[config.mk]
export PLATFORM = sky130hd
export DESIGN_NAME = mem_sram_ctrl
export DESIGN_NICKNAME = d
export VERILOG_FILES = /design/src/rtl/mem_sram_ctrl_pkg.sv /design/src/rtl/mem_sram_ctrl.sv
export SDC_FILE = /design/constraint.sdc
export NUM_CORES = 1
export LEC_CHECK = 0
export ABC_CLOCK_PERIOD_IN_PS = 2100
export CORE_MARGIN = 2
export CORE_UTILIZATION = 46
export CTS_BUF_LIST = sky130_fd_sc_hd__clkbuf_4 sky130_fd_sc_hd__clkbuf_8 sky130_fd_sc_hd__clkbuf_16
export CTS_CLUSTER_DIAMETER = 40
export CTS_CLUSTER_SIZE = 30
export DETAILED_ROUTE_END_ITERATION = 6
export GPL_TIMING_DRIVEN = 0
export PLACE_DENSITY = 0.79
export SLEW_MARGIN = 40
export SYNTH_ARGS = -nofsm -noshare
export SYNTH_HDL_FRONTEND = slang
export SYNTH_SLANG_ARGS = --single-unit
export TNS_END_PERCENT = 30
[constraint.sdc]
create_clock -name clk -period 2.1 [get_ports clk]
set_input_delay 0.315 -clock clk [delete_from_list [all_inputs] [get_ports clk]]
set_output_delay 0.315 -clock clk [all_outputs]
set_load 0.01 [all_outputs]
[src/rtl/mem_sram_ctrl_pkg.sv]
// Shared definitions for the MEM-stage SRAM controller: state encoding,
// access-length bounds and default SRAM geometry.
package mem_sram_ctrl_pkg;

    typedef enum logic [1:0] {
        ST_IDLE   = 2'd0,
        ST_ACCESS = 2'd1,
        ST_DONE   = 2'd2
    } sram_state_e;

    localparam int WAIT_CYCLES_MIN = 2;
    localparam int WAIT_CYCLES_MAX = 15;
    localparam int WAIT_CYCLES_DEF = 2;
    localparam int SRAM_ADDR_W_DEF = 18;
    localparam int CNT_W           = 4;

endpackage

[src/rtl/mem_sram_ctrl.sv]
// MEM-stage responder: latches one load/store command, runs a fixed-length
// asynchronous SRAM access while stalling the pipeline, returns load data.
module mem_sram_ctrl
    import mem_sram_ctrl_pkg::*;
#(
    parameter int SRAM_ADDR_W = SRAM_ADDR_W_DEF,
    parameter int WAIT_CYCLES = WAIT_CYCLES_DEF
) (
    input  logic                   clk,
    input  logic                   rst,
    input  logic                   is_mem_cmd,
    input  logic                   mem_store,
    input  logic [15:0]            addr,
    input  logic [15:0]            wdata,
    output logic                   sram_busy,
    output logic [15:0]            rdata,
    output logic                   rdata_valid,
    output logic [SRAM_ADDR_W-1:0] sram_addr,
    output logic [15:0]            sram_dq_out,
    output logic                   sram_dq_oe,
    input  logic [15:0]            sram_dq_in,
    output logic                   sram_ce_n,
    output logic                   sram_oe_n,
    output logic                   sram_we_n,
    output logic                   sram_ub_n,
    output logic                   sram_lb_n
);

    localparam logic [CNT_W-1:0] LAST = CNT_W'(WAIT_CYCLES - 1);

    sram_state_e            state_q, state_d;
    logic [CNT_W-1:0]       cnt_q, cnt_d;
    logic [15:0]            addr_q, addr_d;
    logic [15:0]            wdata_q, wdata_d;
    logic                   store_q, store_d;
    logic [15:0]            rdata_q, rdata_d;
    logic                   rvalid_q, rvalid_d;
    logic [SRAM_ADDR_W-1:0] sram_addr_q, sram_addr_d;
    logic [15:0]            dq_out_q, dq_out_d;
    logic                   dq_oe_q, dq_oe_d;
    logic                   ce_n_q, ce_n_d;
    logic                   oe_n_q, oe_n_d;
    logic                   we_n_q, we_n_d;
    logic                   bs_n_q, bs_n_d;

    assign sram_busy = (state_q == ST_ACCESS) || (state_q == ST_IDLE && is_mem_cmd);

    always_comb begin
        state_d     = state_q;
        cnt_d       = cnt_q;
        addr_d      = addr_q;
        wdata_d     = wdata_q;
        store_d     = store_q;
        rdata_d     = rdata_q;
        rvalid_d    = 1'b0;
        sram_addr_d = sram_addr_q;
        dq_out_d    = dq_out_q;
        dq_oe_d     = 1'b0;
        ce_n_d      = 1'b1;
        oe_n_d      = 1'b1;
        we_n_d      = 1'b1;
        bs_n_d      = 1'b1;

        case (state_q)
            ST_IDLE: begin
                if (is_mem_cmd) begin
                    state_d = ST_ACCESS;
                    cnt_d   = '0;
                    addr_d  = addr;
                    wdata_d = wdata;
                    store_d = mem_store;
                end
            end
            ST_ACCESS: begin
                if (cnt_q == LAST) begin
                    state_d = ST_DONE;
                    if (!store_q) begin
                        rdata_d  = sram_dq_in;
                        rvalid_d = 1'b1;
                    end
                end else begin
                    cnt_d = cnt_q + 1'b1;
                end
            end
            ST_DONE: state_d = ST_IDLE;
            default: state_d = ST_IDLE;
        endcase

        // Strobes are registered, so they are decoded from the upcoming state/count.
        if (state_d == ST_ACCESS) begin
            ce_n_d      = 1'b0;
            bs_n_d      = 1'b0;
            sram_addr_d = SRAM_ADDR_W'(addr_d);
            if (store_d) begin
                dq_oe_d  = 1'b1;
                dq_out_d = wdata_d;
                we_n_d   = (cnt_d == LAST);
            end else begin
                oe_n_d = 1'b0;
            end
        end
    end

    always_ff @(posedge clk) begin
        if (rst) begin
            state_q     <= ST_IDLE;
            cnt_q       <= '0;
            addr_q      <= '0;
            wdata_q     <= '0;
            store_q     <= 1'b0;
            rdata_q     <= '0;
            rvalid_q    <= 1'b0;
            sram_addr_q <= '0;
            dq_out_q    <= '0;
            dq_oe_q     <= 1'b0;
            ce_n_q      <= 1'b1;
            oe_n_q      <= 1'b1;
            we_n_q      <= 1'b1;
            bs_n_q      <= 1'b1;
        end else begin
            state_q     <= state_d;
            cnt_q       <= cnt_d;
            addr_q      <= addr_d;
            wdata_q     <= wdata_d;
            store_q     <= store_d;
            rdata_q     <= rdata_d;
            rvalid_q    <= rvalid_d;
            sram_addr_q <= sram_addr_d;
            dq_out_q    <= dq_out_d;
            dq_oe_q     <= dq_oe_d;
            ce_n_q      <= ce_n_d;
            oe_n_q      <= oe_n_d;
            we_n_q      <= we_n_d;
            bs_n_q      <= bs_n_d;
        end
    end

    assign rdata       = rdata_q;
    assign rdata_valid = rvalid_q;
    assign sram_addr   = sram_addr_q;
    assign sram_dq_out = dq_out_q;
    assign sram_dq_oe  = dq_oe_q;
    assign sram_ce_n   = ce_n_q;
    assign sram_oe_n   = oe_n_q;
    assign sram_we_n   = we_n_q;
    assign sram_ub_n   = bs_n_q;
    assign sram_lb_n   = bs_n_q;

endmodule
==> results of run 1 <==
[per-stage QoR]
step	power (W)	std cells	setup TNS (ns)	worst slack (ns)
5_1_grt	0.004230	586	0	0.007488
3_5_place_dp	0.002681	568	-2.264	-0.1539
6_report	0.004058	586	0	0.1238
4_1_cts	0.004087	586	0	0.1176
2_1_floorplan	0.002340	363	0	0.2273
3_3_place_gp	0.002663	568	-1.362	-0.1284
[synth_stat cells, types with 2 or more instances]
master    count  share of area
a211oi_1     27          0.057
ha_1          2         0.0071
a21oi_1      20          0.028
mux2i_1      49           0.14
or3_1         2         0.0035
buf_4         4         0.0085
nand2_1      36          0.038
inv_1         5         0.0053
a211oi_2      5          0.018
buf_2         7         0.0099
nor3_1        2         0.0028
buf_6         5          0.016
nor2_1       68          0.072
nor3b_1       2         0.0042
clkbuf_1     15          0.016
dfxtp_1      92           0.52
o21ai_0       3         0.0042
or3b_1        2         0.0050
[final cells by class]
class,instances,area share
Sequential cell,92,0.3695
Multi-Input combinational cell,234,0.2977
Timing Repair Buffer,108,0.2159
Buffer,32,0.03966
Clock buffer,10,0.02636
Tap cell,99,0.02485
Clock inverter,6,0.02234
Inverter,5,0.003765
[worst paths after layout]
kind | startpoint | endpoint | slack [ns] | depth (start not counted)
min reg2reg | addr_q[1]$_SDFF_PP0_ | addr_q[1]$_SDFF_PP0_ | 0.46 | 2
max reg2reg | cnt_q[0]$_SDFF_PP0_ | rdata[13]$_SDFFE_PP0P_ | 0.12 | 7
min | rst | sram_dq_oe$_SDFF_PP0_ | 0.38 | 4
max | cnt_q[0]$_SDFF_PP0_ | rdata[13]$_SDFFE_PP0P_ | 0.12 | 7
[worst reg2reg max path: stages, from the launching register on]
cell	delay (ns)
dfxtp_1	0.40
ha_1	0.18
or3b_1	0.36
buf_6	0.15
nor3_4	0.31
buf_4	0.22
mux2i_1	0.20
nor2_1	0.05
[registers in the layout, summed over array words and instances (netlist names), 2 cells and up]
| register | flops |
|---|---|
| state_q | 2 |
| rdata | 16 |
| wdata_q | 16 |
| cnt_q | 4 |
| sram_addr | 16 |
| addr_q | 16 |
| sram_dq_out | 16 |
[cell families (layout without fill, tap and decap cells)]
group / after synthesis / count (layout)
DFF: 92 / 92
buffers and inverters: 37 / 161
adders and majority gates: 2 / 2
and+or+nand+nor: 120 / 120
other: 1 / 2
AOI/OAI and AO/OA: 61 / 61
muxes: 49 / 49
[per-layer routing]
metal  part of all wire  track usage
met1               0.43       0.2565
met5                  0            0
met2               0.48       0.3358
met3              0.082      0.07560
met4             0.0087      0.06061
[power breakdown]
group          total, W  switching [W]  internal (W)  leakage, nW
sequential      0.00192      0.0000604       0.00186        0.754
clock           0.00141       0.000608      0.000806        0.120
combinational  0.000721       0.000340      0.000381        0.990
total           0.00406        0.00101       0.00305         1.87
[timing repair]
item / CTS / global route
gates cloned: 0 / 0
pin swaps: 1 / 0
endpoints found under the setup margin: 10 / 4
resized for setup: 0 / 1
buffers inserted: 2 / 0
==> impl_metrics.json, run 1 <==
{
  "core-area_um2": 7331,
  "antenna_found_initial": 0,
  "utilization": 0.6800,
  "cpPeakStageDelay_ns": 0.40,
  "yosys.area_share.adder": 0.007082,
  "final_cell_mix": "106 x clkdlybuf4s50_1, 92 x dfxtp_1, 68 x nor2_1",
  "layout_min_cycle_time_ns": 1.976,
  "synthMuxAreaShare": 0.1388,
  "fmax_mhz": 506.0,
  "avgSynthCellArea_um2": 9.761,
  "regArea_um2": 1842,
  "synth-warning-count": 0,
  "setup_violations": 0,
  "drc": 0,
  "synth-compound-area-share": 0.1250,
  "dpl.hpwl_um": 6243,
  "io_pins": 110,
  "die_h_um": 91.64,
  "whs_ns": 0.3757,
  "cp_cell_sequence": "ha_1 -> or3b_1 -> buf_6 -> nor3_4 -> buf_4 -> mux2i_1 -> nor2_1",
  "synth_top_family_by_area": "simple AND/OR/NAND/NOR gates",
  "finalHoldViolCount": 0,
  "grt_pass1_vias": 2899,
  "rsz0062_at_grt": "no",
  "wl_um": 8662,
  "vdd_drop_max_uv": 494.4,
  "dr.pass1.iters": 4,
  "syn_inst": 362,
  "ant_nets": 0,
  "crit_required_ns": 2.33,
  "drt_iter0_markers": 103,
  "ys_ff_latch": 92,
  "die_w_um": 91.64,
  "num_vias": 2987,
  "cts_buffers": 9,
  "cts_max_level": 3,
  "cp_slowest_cell": "dfxtp_1",
  "wl_per_cell_um": 14.78,
  "slew_viol_final": 0,
  "hp-class": "in -> reg",
  "end_kind": "flop",
  "period_share": 0.9411,
  "maxCapViolations": 0,
  "cp-start-kind": "flop",
  "cts_root_buf": "clkbuf_8",
  "ctsHoldBuffers": 0,
  "crit_fanout": 6,
  "synth_seq_area_share": 0.5212,
  "worst-slew-pin-transition_ns": 0.6766,
  "dieArea_um2": 8398,
  "cellPowerDensity_nw_per_um2": 814.0,
  "layout-drive-gt1-share": 0.09651,
  "clock_skew_ns": 0.01127,
  "syn_to_final_growth_pct": 41.08,
  "cts.clk_slew.worst_paths_ns": 0.09,
  "synth_async_sr_flop_share": 0,
  "nets": 536,
  "grt_max_degree": 16,
  "synth-simple-area-share": 0.1455,
  "synth_cell_type_count": 34,
  "synth_xor_area_frac": 0,
  "track_usage": 0.2064,
  "slew_headroom": 0.5489,
  "port_buffers": 106,
  "p_leak_nw": 1.865,
  "place_congestion": 0.7970,
  "rows": 31,
  "worstPathArrival_ns": 2.20,
  "tritoncts": "built",
  "viasPerCell": 5.097,
  "synth_ff_type": "dfxtp_1",
  "syn_area_um2": 3533,
  "clk_latency_ns": 0.35,
  "synth_edf_count": 0,
  "status": "completed",
  "diodes": 0,
  "placed_area_um2": 4722,
  "cts_sinks": 92,
  "fin_area_um2": 4985,
  "grt_overflow": 0,
  "grt_pass1_wl_um": 13740,
  "crit_family": "simple AND/OR/NAND/NOR gates",
  "clk_path_buf_depth": 2,
  "initial_core_util": 0.4820,
  "multi_input_area_um2": 1484,
  "critPathBufInv": 2,
  "critPathKind": "reg -> reg",
  "layout_commonest_cell": "clkdlybuf4s50_1",
  "fillers": 567
}
Note: power is estimated with default switching activity, not from simulation.
==> inputs of run 2 (changes only) <==
- PLACE_DENSITY: 0.79 -> 0.86
- RECOVER_POWER: unset -> 100
==> impl_metrics.json, run 2 (synthesis results as in run 1) <==
{
  "initial_core_util": 0.4820,
  "layout_commonest_cell": "clkdlybuf4s50_1",
  "cts_sinks": 92,
  "crit_required_ns": 2.33,
  "whs_ns": 0.3284,
  "hp-class": "in -> reg",
  "cp_common_cell": "buf_12",
  "viasPerCell": 5.189,
  "worst-slew-pin-transition_ns": 0.6651,
  "dp.cells": 568,
  "ctsHoldBuffers": 0,
  "syn_to_final_growth_pct": 40.01,
  "cts_root_buf": "clkbuf_8",
  "track_usage": 0.2130,
  "grt_pass1_wl_um": 14370,
  "drt_iter0_markers": 159,
  "final_cells": 588,
  "worstPathArrival_ns": 2.21,
  "dieArea_um2": 8398,
  "antenna_found_initial": 0,
  "end_kind": "flop",
  "cp-start-kind": "flop",
  "cts_max_level": 3,
  "setup_violations": 0,
  "ff2ff_setup_slack_ns": 0.13,
  "clk_path_buf_depth": 2,
  "cp_cell_sequence": "ha_1 -> or3b_1 -> buf_6 -> nor3_4 -> buf_12 -> buf_12 -> mux2i_1 -> nor2_1",
  "grt_pass1_vias": 3069,
  "setup_slack_ns": 0.1265,
  "wl_per_cell_um": 14.80,
  "fmax_mhz": 506.7,
  "nets": 538,
  "diodes": 0,
  "io_pins": 110,
  "die_h_um": 91.64,
  "grt_max_degree": 17,
  "cellPowerDensity_nw_per_um2": 757.3,
  "wl_um": 8701,
  "place_congestion": 0.8455,
  "layout_min_cycle_time_ns": 1.973,
  "final_cell_mix": "106 x clkdlybuf4s50_1, 92 x dfxtp_1, 68 x nor2_1",
  "grt_overflow": 0,
  "critPathKind": "reg -> reg",
  "period_share": 0.9397,
  "cpPeakStageDelay_ns": 0.40,
  "num_vias": 3051,
  "power_w": 0.003747,
  "clock_skew_ns": 0.01466,
  "ant_nets": 0,
  "core-area_um2": 7331,
  "layout-drive-gt1-share": 0.1002,
  "slew_headroom": 0.5566,
  "cts_buffers": 9,
  "p_leak_nw": 1.845,
  "cts.clk_slew.worst_paths_ns": 0.09,
  "status": "completed",
  "crit_fanout": 10,
  "rsz0062_at_grt": "no",
  "slew_viol_final": 0,
  "finalHoldViolCount": 0,
  "tritoncts": "built",
  "die_w_um": 91.64,
  "maxCapViolations": 0,
  "port_buffers": 106,
  "dpl.hpwl_um": 6273,
  "dr.pass1.iters": 4,
  "cp_slowest_cell": "dfxtp_1",
  "drc": 0,
  "vdd_drop_max_uv": 505.3,
  "clk_latency_ns": 0.36,
  "rows": 31,
  "pre_cts_ws_ns": -0.1556
}
run 2: cell type report:
class                      instances  area [µm²]
buffer                            32       197.7
clock buffer                      10       131.4
clock inverter                     6       46.29
fill                             573        2384
inverter                           5       18.77
multi-input combinational        234        1484
sequential                        92        1842
tap                               99       123.9
timing repair buffer             110        1104
run 2: worst paths after layout:
check | from | end | depth (start not counted)
setup / recovery | cnt_q[0]$_SDFF_PP0_ | rdata[9]$_SDFFE_PP0P_ | 8
setup reg to reg | cnt_q[0]$_SDFF_PP0_ | rdata[9]$_SDFFE_PP0P_ | 8
hold reg to reg | addr_q[8]$_SDFF_PP0_ | addr_q[8]$_SDFF_PP0_ | 2
hold / removal | rst | sram_dq_oe$_SDFF_PP0_ | 4
run 2: per-layer routing:
| metal | up-vias | part of all wire | global-route usage | wire length [µm] |
|---|---|---|---|---|
| li1 | 1476 | - | - | - |
| met1 | 1451 | 0.43 | 0.2538 | 3728 |
| met2 | 110 | 0.47 | 0.3505 | 4108 |
| met3 | 14 | 0.086 | 0.08956 | 749 |
| met4 | 0 | 0.013 | 0.06313 | 114 |
| met5 | - | 0 | 0 | 0 |
run 2: power by group:
group          total (W)  switching (W)  internal [W]  leakage (nW)
clock network    0.00109       0.000639      0.000454        0.0871
logic           0.000730       0.000345      0.000384          1.00
registers        0.00192      0.0000618       0.00186         0.754
run 2: per-stage QoR:
step | setup TNS (ns) | area, µm² | utilization
2_1_floorplan | 0 | 3537 | -
5_1_grt | 0 | 4947 | 0.6749
4_1_cts | 0 | 4942 | 0.6742
3_3_place_gp | -1.248 | 4722 | 0.6441
3_5_place_dp | -3.556 | 4722 | 0.6441
6_report | 0 | 4947 | 0.6749
run 2: timing repair:
item / in CTS / in global routing
gates resized for setup: 0 / 1
pin swaps: 1 / 0
hold endpoints to repair: 0 / 0
endpoints found under the setup margin: 10 / 8
setup buffers: 4 / 0
run 2: critical path: cells and delay by family (launching register included):
family	cells	cell delay (ns)
AND/OR/NAND/NOR	3	0.64
flip-flops	1	0.40
adder cells (fa/ha/maj)	1	0.19
buffers and inverters	3	0.44
multiplexers	1	0.18
==> inputs of run 3 (changes only) <==
- CORE_UTILIZATION: 46 -> 35
- PLACE_DENSITY: 0.86 -> 0.7
==> impl_metrics.json, run 3 (synthesis results as in run 1) <==
{
  "viasPerCell": 4.787,
  "core-area_um2": 9774,
  "crit_required_ns": 2.32,
  "period_share": 0.9474,
  "grt_pass1_wl_um": 14640,
  "dpl.hpwl_um": 6560,
  "tritoncts": "built",
  "dieArea_um2": 10920,
  "drt_iter0_markers": 128,
  "clock_skew_ns": 0.006543,
  "slew_headroom": 0.5589,
  "hp-class": "in -> reg",
  "placed_area_um2": 4765,
  "wl_um": 9071,
  "crit_family": "buffers and inverters",
  "grt_max_degree": 15,
  "cts_max_level": 3,
  "finalHoldViolCount": 0,
  "num_vias": 2968,
  "utilization": 0.5097,
  "cp_slowest_cell": "dlygate4sd3_1",
  "cellPowerDensity_nw_per_um2": 762.8,
  "die_h_um": 104.5,
  "status": "completed",
  "track_usage": 0.1675,
  "min-delay-start": "rst",
  "syn_to_final_growth_pct": 41.01,
  "diodes": 0,
  "initial_core_util": 0.3615,
  "end_kind": "flop",
  "place_congestion": 0.8018,
  "setup_violations": 0,
  "grt_pass1_vias": 3024,
  "cp_cell_sequence": "dlygate4sd3_1 -> or3b_1 -> clkbuf_1 -> a41o_4 -> clkbuf_2 -> nor2_1 -> a211oi_2",
  "cpPeakStageDelay_ns": 0.60,
  "fmax_mhz": 502.7,
  "cts_sinks": 92,
  "reg2reg_from": "cnt_q[0]$_SDFF_PP0_",
  "layout_min_cycle_time_ns": 1.989,
  "slew_viol_final": 0,
  "ant_nets": 0,
  "layout_commonest_cell": "dfxtp_1",
  "worstPathArrival_ns": 2.21,
  "drc": 0,
  "dr.pass1.iters": 4,
  "rows": 36,
  "whs_ns": 0.3617,
  "antenna_found_initial": 0,
  "cts_buffers": 9,
  "fin_area_um2": 4982,
  "worst-slew-pin-transition_ns": 0.6616,
  "crit_fanout": 10,
  "wl_per_cell_um": 14.63,
  "p_leak_nw": 1.976,
  "critPathBufInv": 3,
  "clk_path_buf_depth": 2,
  "final_cell_mix": "92 x dfxtp_1, 68 x nor2_1, 56 x dlygate4sd3_1",
  "startpoint": "is_mem_cmd",
  "vdd_drop_max_uv": 394.2,
  "cts.clk_slew.worst_paths_ns": 0.09,
  "die_w_um": 104.5,
  "layout-drive-gt1-share": 0.09035,
  "maxCapViolations": 0,
  "grt_overflow": 0,
  "cts_root_buf": "clkbuf_8",
  "nets": 537,
  "clk_latency_ns": 0.35,
  "critPathKind": "in -> reg",
  "io_pins": 110,
  "cp-start-kind": "input port",
  "port_buffers": 106,
  "rsz0062_at_grt": "no"
}
run 3: cell types whose count changed in the layout (fill, tap and decap cells not counted), sizes merged:
| cell | previous run | this run |
|---|---|---|
| clkbuf | 25 | 31 |
| inv | 8 | 5 |
| buf | 21 | 15 |
| dlygate4sd3 | 0 | 56 |
| bufinv | 0 | 1 |
| clkdlybuf4s50 | 106 | 50 |
run 3: final timing paths:
check / endpoint / slack, ns / cells after the start
min: sram_dq_oe$_SDFF_PP0_ / 0.36 / 4
min reg2reg: addr_q[8]$_SDFF_PP0_ / 0.46 / 2
max: sram_dq_out[4]$_SDFFE_PP0P_ / 0.11 / 7
max reg2reg: rdata[5]$_SDFFE_PP0P_ / 0.16 / 8
run 3: worst reg2reg max path, delay by kind of cell (launching register included):
family,cells,cell delay (ns)
simple gates,3,0.61
buf+inv,3,0.44
flops,1,0.40
mux,1,0.20
fa+ha+maj,1,0.18
run 3: metal layers:
| layer | vias up | track usage | routed length, µm |
|---|---|---|---|
| li1 | 1470 | - | - |
| met1 | 1391 | 0.1961 | 3865 |
| met2 | 98 | 0.2801 | 4317 |
| met3 | 9 | 0.07581 | 803 |
| met4 | 0 | 0.03861 | 84 |
| met5 | - | 0 | 0 |
run 3: where the power goes:
part           switching (W)  total, W  internal, W
clock               0.000600   0.00119     0.000588
sequential         0.0000572   0.00192      0.00186
combinational       0.000341  0.000694     0.000353
run 3: through the flow:
stage | setup TNS (ns) | cells | setup WS (ns) | power (W)
CTS | 0 | 620 | 0.05186 | 0.003876
floorplan | 0 | 363 | 0.2273 | 0.002340
global route | 0 | 620 | 0.01725 | 0.003970
global placement | -1.199 | 602 | -0.1174 | 0.002667
finish | 0 | 620 | 0.1106 | 0.003800
detailed placement | -1.751 | 602 | -0.1196 | 0.002683
run 3: layout make-up:
type	instances	area [µm²]
Fill cell	930	4792
Sequential cell	92	1842
Multi-Input combinational cell	234	1474
Timing Repair Buffer	109	1096
Buffer	32	190.2
Tap cell	133	166.4
Clock buffer	11	145.1
Clock inverter	4	50.05
Inverter	5	18.77
run 3: timing repair:
action	4_1_cts	5_1_grt
gates resized for setup	0	1
hold buffers	0	0
pin swaps	1	0
buffers inserted	3	0
endpoints found under the setup margin	9	10
==> RTL edit 1, RTL diff (flow settings as in run 1) <==
Make the reset (`rst`) asynchronous in one clocked block.
--- a/src/rtl/mem_sram_ctrl.sv
+++ b/src/rtl/mem_sram_ctrl.sv
@@ -101,7 +101,7 @@
         end
     end
 
-    always_ff @(posedge clk) begin
+    always_ff @(posedge clk or posedge rst) begin
         if (rst) begin
             state_q     <= ST_IDLE;
             cnt_q       <= '0;
Check against the original RTL: differs if rst is asserted again (counterexample within 4 cycles, from zero or initial values and one cycle with rst high); with rst held inactive, the same outputs for 10 cycles.
==> RTL edit 1 against run 1 <==
Critical path depth is the same; fmax shrank 2.8%; area after synthesis up 1.3%; sequential cell count is the same; wire length fell by 19%; worst setup slack got worse by 57 ps; global-route usage shrank 3.2 points; cell area rose by 3.6%; count of clock-buffer cells in the layout rose by 1; critical endpoint is now rdata[1]; largest cell class unchanged.
Power is not compared: it rests on default switching activity, and its combinational part moved more than twofold at a synthesized area within 25%.
==> RTL edit 1: results (changes against run 1) <==
* Antenna diode count at 0 (unchanged)
* Setup TNS at 0 ps (unchanged)
* Post-synth top flop: dfrtp_1 (was dfxtp_1)
* Adder-cell share of the synthesized area at 0.00699 (was 0.00708)
* Async SR Flop Fraction at 1.00 (was 0)
* Seq/Total Area, Yosys at 0.644 (was 0.521)
* Htree depth at 3 (unchanged)
* Largest net degree at the start of global routing at 25 (was 16)
* Initial antenna violation count at 0 (unchanged)
* Critical path's largest stage delay at 450 ps (was 400 ps)
* Crit Path Max Fanout at 10 (was 6)
* Area fraction in compound gates after synthesis at 0.0192 (was 0.125)
* Placement Setup Slack at -463 ps (was -154 ps)
* Top delay family on crit path: simple AND/OR/NAND/NOR gates (unchanged)
* Worst Path Arrival at 2260 ps (was 2200 ps)
* Number of port buffers at 107 (was 106)
* DR WL/cell at 14.2 µm (was 14.8 µm)
* Dpl hpwl at 5.04 mm (was 6.24 mm)
* Leakage at 2.23 nW
* Clock transition at path regs at 90 ps (about the same)
* Initial drt markers at 48 (was 103)
* Area after DPL at 4870 µm² (was 4720 µm²)
* Post-Synth XOR/XNOR Area at 0 (unchanged)
* HP Class: in -> async (was in -> reg)
* Max-cap violations at 0 (unchanged)
* Routability Congestion at 0.729 (was 0.797)
* Actual slew at the worst max-slew pin at 498 ps (was 677 ps)
* Post-synth top cells: dfrtp_1, mux2_2, nor2_1, mux2_4 (was dfxtp_1, nor2_1, mux2i_1, nand2_1, a211oi_1)
* Layout cells sized above 1 at 0.305 (was 0.0965)
* Mux cell area share after synthesis at 0.213 (was 0.139)
* Largest cells by area after synthesis: dfrtp_1, mux2_2, nor2_1 (was dfxtp_1, mux2i_1, nor2_1)
* Nets at 443 (was 536)
* Total GRT Usage at 0.174 (was 0.206)
* Vias in the first global route at 2366 (was 2899)
* Status: finished clean (unchanged)
* Clk_skew at 14.4 ps (was 11.3 ps)
* DRT Pass-1 Iters at 4 (unchanged)
* DR vias/cell at 4.70 (was 5.10)
* CTS Buffer Depth at 2 (unchanged)
* Worst reg-to-reg path cell count at 7 (unchanged)
* Slowest library cell on the worst path: or3b_1 (was dfxtp_1)
* Yosys cell types at 29 (was 34)
* First-pass GRT wire length at 11.4 mm (was 13.7 mm)
==> RTL edit 1: where the power goes <==
| group | switching (W) | leakage [nW] | internal (W) |
|---|---|---|---|
| combinational | 0.00167 | 1.05 | 0.00237 |
| clock | 0.000593 | 0.0903 | 0.000461 |
| sequential | 0.000392 | 1.08 | 0.00269 |
==> RTL edit 1: final timing paths <==
path / start / endpoint / slack, ps
max in group asynchronous: rst / sram_oe_n / 910
min in group clk: wdata_q[14] / wdata_q[14] / 500
worst min-delay path: rst / addr_q[14] / 310
worst min register to register: wdata_q[14] / wdata_q[14] / 500
worst max register to register: cnt_q[1] / rdata[1] / 70
worst max-delay path: cnt_q[1] / rdata[1] / 70
==> RTL edit 1: final cells by class <==
class | count | area [µm²]
inverters | 8 | 38.8
plain buffers | 12 | 93.8
fillers | 585 | 2480
well taps | 102 | 128
clock inverters | 5 | 38.8
repair buffers | 123 | 1250
multi-input cells | 143 | 1160
clock buffers | 11 | 139
flip-flops and latches | 92 | 2310
==> RTL edit 1: worst register-to-register path: cells and delay by family, from the launching register on <==
family | cells | cell delay, ps
adder cells (fa/ha/maj) | 1 | 120
buffers and inverters | 3 | 380
flip-flops | 1 | 410
multiplexers | 1 | 340
AND/OR/NAND/NOR | 2 | 680
==> RTL edit 1: repair_timing <==
| action | 4_1_cts | 5_1_grt |
|---|---|---|
| endpoints found under the setup margin | 17 | 30 |
| buffers inserted | 3 | 9 |
| pin swaps | 2 | 1 |
| gates resized for setup | 2 | 9 |
==> RTL edit 1: metal layers <==
layer  share of wire  GRT usage  vias up
li1                -          -     1111
met5               0          0        -
met2            0.50      0.284       68
met3           0.052     0.0386        8
met4           0.015     0.0684        0
met1            0.43      0.228     1143
==> RTL edit 1: cell families (layout without fill, tap and decap cells) <==
logic type	Yosys count	count (layout)
buffers and inverters	21	159
AOI/OAI and AO/OA	10	10
adders and majority gates	2	2
DFF	92	92
other	1	2
and+or+nand+nor	64	64
muxes	65	65
==> RTL edit 1: per-stage QoR <==
stage	total power, W	cells
2_1_floorplan	0.00530	256
3_3_place_gp	0.00681	465
3_5_place_dp	0.00697	469
4_1_cts	0.00810	488
5_1_grt	0.00876	496
6_report	0.00817	496
==> RTL edit 2, RTL diff (config.mk and constraints of run 1) <==
Without the edit above. `SRAM_ADDR_W_DEF`: 18 -> 9.
--- a/src/rtl/mem_sram_ctrl_pkg.sv
+++ b/src/rtl/mem_sram_ctrl_pkg.sv
@@ -11,7 +11,7 @@
     localparam int WAIT_CYCLES_MIN = 2;
     localparam int WAIT_CYCLES_MAX = 15;
     localparam int WAIT_CYCLES_DEF = 2;
-    localparam int SRAM_ADDR_W_DEF = 18;
+    localparam int SRAM_ADDR_W_DEF = 9;
     localparam int CNT_W           = 4;
 
 endpackage
Ports: changed (resized sram_addr); port bits go from 110 to 101. The function was not compared with the original's and may differ.
==> RTL edit 2 against run 1 <==
Worst hold slack better by 81 ps; area after synthesis shrank 18%; highest routed layer unchanged; wire length down 19%; largest cell class unchanged; critical path type unchanged; critical endpoint is now rdata[4]; first-iteration DRC count increased by 33%; sequential cell count fell by 14; fmax shrank 3.3%; total power down 11%; global-route usage shrank 0.54 points; worst setup slack lost 68 ps; cell area shrank 16%.
==> RTL edit 2: results (changes against run 1) <==
* Non-CTS buffers at 119 (was 140)
* Post-synth top cells: dfxtp_1, nor2_1, mux2i_1, a211oi_1, nand2_1 (was dfxtp_1, nor2_1, mux2i_1, nand2_1, a211oi_1)
* Routability Congestion at 0.802 (was 0.797)
* DRT Pass-1 Iters at 4 (unchanged)
* P_sw at 0.000837 W (was 0.00101 W)
* Resized cells post-CTS at 0 (unchanged)
* Total GRT Usage at 0.201 (was 0.206)
* Initial drt markers at 137 (was 103)
* Clock Power at 0.00141 W (about the same)
* Nets at 457 (was 536)
* Leakage at 1.59 nW (was 1.87 nW)
* Number of clock buffers in the layout at 13 (was 10)
* Post-CTS Setup Inserts at 0 (was 2)
* Vias in the first global route at 2411 (was 2899)
* Slew headroom at 0.582 (was 0.549)
* Final non-clock buffer share at 0.256 (about the same)
* Layout cells sized above 1 at 0.0809 (was 0.0965)
* First-pass GRT wire length at 11.4 mm (was 13.7 mm)
* Status: finished clean (unchanged)
* CTS Buf Count at 9 (unchanged)
* Worst r2r src: cnt_q[0] (unchanged)
* Post-Synth XOR/XNOR Area at 0 (unchanged)
* Clock network area share at 0.0610 (was 0.0487)
* Adder-cell share of the synthesized area at 0.00864 (was 0.00708)
* Power Dens Cells at 855 nW/µm² (was 814 nW/µm²)
* Post-synth top flop: dfxtp_1 (unchanged)
* Switching Share at 0.233 (was 0.249)
* Area fraction in compound gates after synthesis at 0.109 (was 0.125)
* Clk_skew at 11.2 ps (was 11.3 ps)
* Hold depth at 2 (was 4)
* Yosys cell types at 30 (was 34)
* Max IR drop VDD at 540 µV (was 494 µV)
* Clock transition at path regs at 70 ps (was 90 ps)
* Multi-In Gates at 190 (was 234)
* YS warnings at 0 (unchanged)
* Fraction of area in multi-input gates at 0.285 (was 0.298)
* Worst Path Arrival at 2260 ps (was 2200 ps)
* Area after DPL at 3920 µm² (was 4720 µm²)
* Vias at 2467 (was 2987)
* Seq/Total Area, Yosys at 0.539 (was 0.521)
* Syn nets at 350
* Placement Setup Slack at -155 ps (was -154 ps)
* Mapped cell area at 2900 µm² (was 3530 µm²)
* Largest net degree at the start of global routing at 13 (was 16)
* Yosys reg bits at 78 (was 92)
* Htree depth at 3 (unchanged)
* Hold Startpoint: addr_q[4] (was rst)
* Seq group at 0.00162 W (was 0.00192 W)
* DR WL/cell at 14.6 µm (was 14.8 µm)
* Fillers at 458 (was 567)
* Fraction of area in registers at 0.371 (was 0.369)
* Antenna diode count at 0 (unchanged)
* Dpl hpwl at 4.79 mm (was 6.24 mm)
* Number of port buffers at 93 (was 106)
* Mux cell area share after synthesis at 0.145 (was 0.139)
* Inverters at 5 (unchanged)
* Largest cells by area after synthesis: dfxtp_1, mux2i_1, nor2_1 (unchanged)
* HP Class: reg -> reg (was in -> reg)
* Async SR Flop Fraction at 0 (unchanged)
-- RTL edit 2: metal layers --
layer  vias up  GRT usage  share of wire
met5         -          0              0
met4         0     0.0671          0.012
met3         9     0.0736          0.085
met2        80      0.331           0.47
met1      1151      0.243           0.43
li1       1227          -              -
-- RTL edit 2: stage by stage --
stage / TNS [ps] / hold WS, ps / std cells
after floorplan: 0 / 436 / 296
after global routing: -7.94 / 483 / 483
after global placement: -2120 / 443 / 464
after detailed placement: -2820 / 448 / 464
final: 0 / 457 / 483
after CTS: 0 / 458 / 480
-- RTL edit 2: worst max-delay path, cell delays in order, from the launching register on --
cell and delay (ps):
dfxtp_1 410, ha_1 180, or3b_1 330, buf_2 170, nor3_4 310, buf_4 200, mux2i_1 260, nor2_1 70
-- RTL edit 2: final timing paths --
| check | to | slack (ps) |
|---|---|---|
| max | rdata[4] | 60 |
| min | addr_q[4] | 460 |
| max reg2reg | rdata[4] | 60 |
| min reg2reg | addr_q[4] | 460 |
